$ cat src/rtl/stopwatch_display.sv
// Four-digit multiplexed seven-segment driver for the stopwatch minutes/seconds values.
// Optional feature: define LEADING_ZERO_BLANK_EN to blank the minutes-tens digit below 10 minutes.
module stopwatch_display #(
  parameter int REFRESH_DIV = 100000,
  parameter int BLINK_DIV   = 25000000
) (
  input  logic       clk,
  input  logic       rst,
  input  logic [5:0] minutes,
  input  logic [5:0] seconds,
  input  logic       adj,
  input  logic       sel,
  output logic [3:0] an,
  output logic [7:0] seg
);

  localparam int RW = $clog2(REFRESH_DIV);
  localparam int BW = $clog2(BLINK_DIV);

  logic [RW-1:0] ref_cnt;
  logic [1:0]    idx;
  logic [5:0]    snap_min;
  logic [5:0]    snap_sec;
  logic [BW-1:0] blink_cnt;
  logic          blink_phase;
  logic          sel_q;
  logic          slot_end;

  function automatic logic [7:0] to_bcd(input logic [5:0] v);
    logic [3:0] tens;
    logic [3:0] ones;
    tens = 4'(v / 6'd10);
    ones = 4'(v % 6'd10);
    return {tens, ones};
  endfunction

  function automatic logic [6:0] encode(input logic [3:0] d);
    case (d)
      4'd0:    return 7'b1000000;
      4'd1:    return 7'b1111001;
      4'd2:    return 7'b0100100;
      4'd3:    return 7'b0110000;
      4'd4:    return 7'b0011001;
      4'd5:    return 7'b0010010;
      4'd6:    return 7'b0000010;
      4'd7:    return 7'b1111000;
      4'd8:    return 7'b0000000;
      4'd9:    return 7'b0010000;
      default: return 7'b1111111;
    endcase
  endfunction

  assign slot_end = (ref_cnt == RW'(REFRESH_DIV - 1));

  // NOTE: all state uses non-blocking assignments so every register samples pre-edge values.
  always_ff @(posedge clk) begin
    if (rst) begin
      ref_cnt  <= '0;
      idx      <= 2'd0;
      snap_min <= 6'd0;
      snap_sec <= 6'd0;
      sel_q    <= 1'b0;
    end else if (slot_end) begin
      ref_cnt <= '0;
      idx     <= idx + 2'd1;
      sel_q   <= sel;
      // Capture the whole frame at once so the four digits never tear.
      if (idx == 2'd3) begin
        snap_min <= minutes;
        snap_sec <= seconds;
      end
    end else begin
      ref_cnt <= ref_cnt + RW'(1);
    end
  end

  always_ff @(posedge clk) begin
    if (rst || !adj) begin
      blink_cnt   <= '0;
      blink_phase <= 1'b0;
    end else if (blink_cnt == BW'(BLINK_DIV - 1)) begin
      blink_cnt   <= '0;
      blink_phase <= ~blink_phase;
    end else begin
      blink_cnt <= blink_cnt + BW'(1);
    end
  end

  logic [7:0] min_bcd;
  logic [7:0] sec_bcd;
  logic [3:0] digit;
  logic       blank;

  assign min_bcd = to_bcd(snap_min);
  assign sec_bcd = to_bcd(snap_sec);

  // NOTE: every always_comb output gets a default first so no latch is inferred.
  always_comb begin
    digit = 4'd0;
    case (idx)
      2'd0: digit = sec_bcd[3:0];
      2'd1: digit = sec_bcd[7:4];
      2'd2: digit = min_bcd[3:0];
      2'd3: digit = min_bcd[7:4];
      default: digit = 4'd0;
    endcase
  end

  // sel_q = 0 selects the minutes pair (idx[1] = 1), sel_q = 1 the seconds pair.
  always_comb begin
    blank = adj && blink_phase && (sel_q ? ~idx[1] : idx[1]);
`ifdef LEADING_ZERO_BLANK_EN
    if (idx == 2'd3 && snap_min < 6'd10) blank = 1'b1;
`endif
  end

  always_ff @(posedge clk) begin
    if (rst || blank) begin
      an  <= 4'b1111;
      seg <= 8'hFF;
    end else begin
      an  <= ~(4'b0001 << idx);
      seg <= {1'b1, encode(digit)};
    end
  end

endmodule

$ cat config.mk
export PLATFORM = sky130hd
export DESIGN_NAME = stopwatch_display
export DESIGN_NICKNAME = d
export VERILOG_FILES = /design/src/rtl/stopwatch_display.sv
export SDC_FILE = /design/constraint.sdc
export NUM_CORES = 1
export LEC_CHECK = 0
export BUFFER_PORTS_ARGS = -buffer_cell sky130_fd_sc_hd__clkbuf_2
export CORE_MARGIN = 4
export CORE_UTILIZATION = 55
export CTS_BUF_LIST = sky130_fd_sc_hd__clkbuf_4
export CTS_CLUSTER_DIAMETER = 200
export DETAILED_ROUTE_END_ITERATION = 10
export HOLD_SLACK_MARGIN = 0.08
export PLACE_DENSITY = 0.77
export SETUP_SLACK_MARGIN = 0.1
export SLEW_MARGIN = 20
export SYNTH_ARGS = -nofsm -noshare
export SYNTH_HDL_FRONTEND = slang
export SYNTH_SLANG_ARGS = --single-unit
$ cat constraint.sdc
create_clock -name clk -period 4 [get_ports clk]
set_input_delay 0.8 -clock clk [delete_from_list [all_inputs] [get_ports clk]]
set_output_delay 0.8 -clock clk [all_outputs]
set_load 0.005 [all_outputs]
==> reports/metrics.csv <==
metric,value,unit
status,completed,
post_drt_wl_per_cell,13.1,um
rows,28,
cap_violations,0,
vias_per_cell,5.48,
drt-initial-drc-count,154,
cp.required,4.27,ns
multiInputGateArea,0.00202,mm^2
yosysTopAreaCellShare,39.6,%
synthXorXnorAreaFrac,9.53,%
yosys_warnings,0,
area.sequential,0.00138,mm^2
yosys-top-cells-area,"dfxtp_1 40%, nor2_1 8.1%, xor2_1 7.5%",
placed_cells,490,
postRouteAntennaNets,0,
finalSetupViolCount,0,
ys_async_sr_fraction,0,%
startpoint_type,flop,
h-tree-depth,3,
r2r_slack,0.25,ns
rsz0062_at_grt,true,
yosysTopAreaCell,dfxtp_1,
leakage,1.57,nW
period_minus_slack,3.75,ns
die-area,0.00769,mm^2
layout_setup_ws,0.248,ns
grt-ovfl-total,0,
netlist_instances,400,
antenna_found_initial,0,
grt_first_pass_wirelength,11500,um
fill_cells,543,
synth_area_per_cell,8.73,um^2
fin_area,0.00383,mm^2
clock_sinks,69,
fmax,267,MHz
finalSetupTns,0,ns
coreArea,0.00603,mm^2
hp-class,flop to flop,
drc,0,
cts_root_buffer,clkbuf_4,
path_max_fanout,11,
crit_type,flop to flop,
synthFlopType,dfxtp_1,
max_slew_margin,38.6,%
place_area,0.00367,mm^2
ir_drop,0.212,mV
seq_area_frac_synth,39.6,%
initial_core_util,58.0,%
synth_top_family_by_area,simple AND/OR/NAND/NOR gates,
rr_worst_depth,15,
reg2reg_from,idx[1],
clock_skew,0.0150,ns
pre_cts_ws,-0.0791,ns
synth.area.mux_share,10.5,%
vias,2791,
grt_pass1_vias,2584,
synth-seq-cells,69,
hold_path_depth,1,
crit_path_end_kind,flop,
clk_pin_slew,0.12,ns
hold_viol,0,
yosysUniqueCellTypes,51,
grt_util_all_layers,18.8,%
syn_area,0.00349,mm^2
synth-edff-count,0,
fp.dieW,87.7,um
period_share,93.8,%
firstDrtPassIters,4,
worst_pin_slew,0.917,ns
synth_nets,430,
insertion_delay,0.42,ns
cts_tree,yes,
synthToLayoutAreaGrowth,9.82,%
drt_wl_total,6680,um
synth_compound_area_share,9.17,%
drive_above_1_share,15.9,%
cts_buffers,9,
rr_endpoint,seg[0],
nNetsFinal,459,
cp.arrival,4.02,ns
endpoint,seg[0],
synthSimpleGateAreaFrac,22.7,%
dpl.hpwl,4760,um
power_density,292,mW/mm^2
gp_congestion,0.899,
grt_max_degree,26,
num_antenna_cells,0,
layout.cells.non_filler,509,
io_buffers,26,
finalMaxSlewViolations,0,
crit_path_start,idx[1],
holdBufCountCts,0,
io_pins,28,
synth-adder-area-share,5.02,%
cts_buffer_depth,2,
die_h,87.7,um
[sequential cells by signal, summed over array words and instances (netlist names)]
register,flops
ref_cnt,17
seg,7
snap_sec,6
sel_q,1
blink_cnt,25
idx,2
blink_phase,1
an,4
snap_min,6
[what timing repair did]
action	4_1_cts	5_1_grt
setup buffers	2	1
pin swaps	1	2
setup endpoints to repair	3	3
resized for setup	1	3
hold endpoints to repair	0	0
[critical path: stages (launching register included)]
cell and delay [ns]:
dfxtp_1 0.47, ha_1 0.51, mux2i_1 0.36, inv_1 0.18, ha_1 0.36, nor4_1 0.07, a31oi_1 0.21, o31a_1 0.18
o22ai_1 0.06, o31ai_1 0.28, buf_4 0.20, inv_1 0.06, ha_1 0.20, mux2_1 0.30, nor2_1 0.10, o21ai_1 0.07
[layout make-up]
| class | instances | area share, % |
|---|---|---|
| inverters | 14 | 1.44 |
| well taps | 75 | 2.45 |
| multi-input cells | 303 | 52.6 |
| repair buffers | 32 | 4.57 |
| clock buffers | 10 | 1.96 |
| flip-flops and latches | 69 | 36.0 |
| clock inverters | 6 | 1.01 |
[cell families after synthesis]
kind of cell / count (synthesis)
AOI/OAI and AO/OA: 46
xor gates and xnor gates: 38
and+or+nand+nor: 170
muxes: 34
buffers and inverters: 28
adders and majority gates: 14
other: 1
DFF: 69
[stage by stage]
stage,hold slack [ns],total power [mW],utilization [%]
2_1_floorplan,0.430,0.733,-
3_3_place_gp,0.447,0.747,61.0
3_5_place_dp,0.459,0.748,61.0
4_1_cts,0.486,1.14,63.1
5_1_grt,0.528,1.18,63.6
6_report,0.484,1.12,63.6
[synthesized netlist by cell type, types with 3 or more instances]
cell type and number:
mux2_2 6, nand4_1 8, o21ai_1 3, nor2_1 75
ha_1 14, xor2_1 30, nor3_1 5, a31oi_1 6
or3_1 6, a21oi_1 8, mux2i_1 24, xnor2_1 8
nand3_1 23, and3_1 13, inv_1 13, a211o_1 3
dfxtp_1 69, nand2_1 25, nor4_1 6, o21ai_0 10
clkbuf_1 10
[power breakdown]
group          leakage [nW]  internal, mW  switching (mW)
clock                0.0626         0.133           0.256
combinational         0.947        0.0131          0.0192
sequential            0.559         0.694         0.00502
total                  1.57         0.841           0.280
[worst min-delay path by stage]
| stage | end | slack, ns | start |
|---|---|---|---|
| global route | blink_cnt[0] | 0.53 | blink_cnt[0] |
| finish | blink_cnt[0] | 0.48 | blink_cnt[0] |
| detailed placement | blink_cnt[0] | 0.46 | blink_cnt[0] |
| floorplan | blink_cnt[0] | 0.43 | blink_cnt[0] |
| CTS | blink_cnt[0] | 0.49 | blink_cnt[0] |
| global placement | blink_cnt[0] | 0.45 | blink_cnt[0] |
[layout by cell type, fill, tap and decap left out, drive strengths merged, types with 3 or more instances in the layout]
cell type / n
a21oi: 9
a211o: 3
clkbuf: 36
or3: 7
dfxtp: 69
mux2: 8
xnor2: 8
and3: 13
nand3: 23
nand4: 8
buf: 6
nand2: 25
o21ai: 14
nor3: 5
a31oi: 8
mux2i: 26
nor2: 75
ha: 14
inv: 15
nor4: 6
xor2: 30
clkinv: 3
a211oi: 3
[layer usage]
layer	vias to the layer above	wire length, um	GRT usage, %
met5	-	0	0
met4	0	154	7.81
met3	14	231	4.23
met2	49	3100	30.0
met1	1289	3190	24.4
li1	1439	-	-
(Power assumes the default switching activity.)
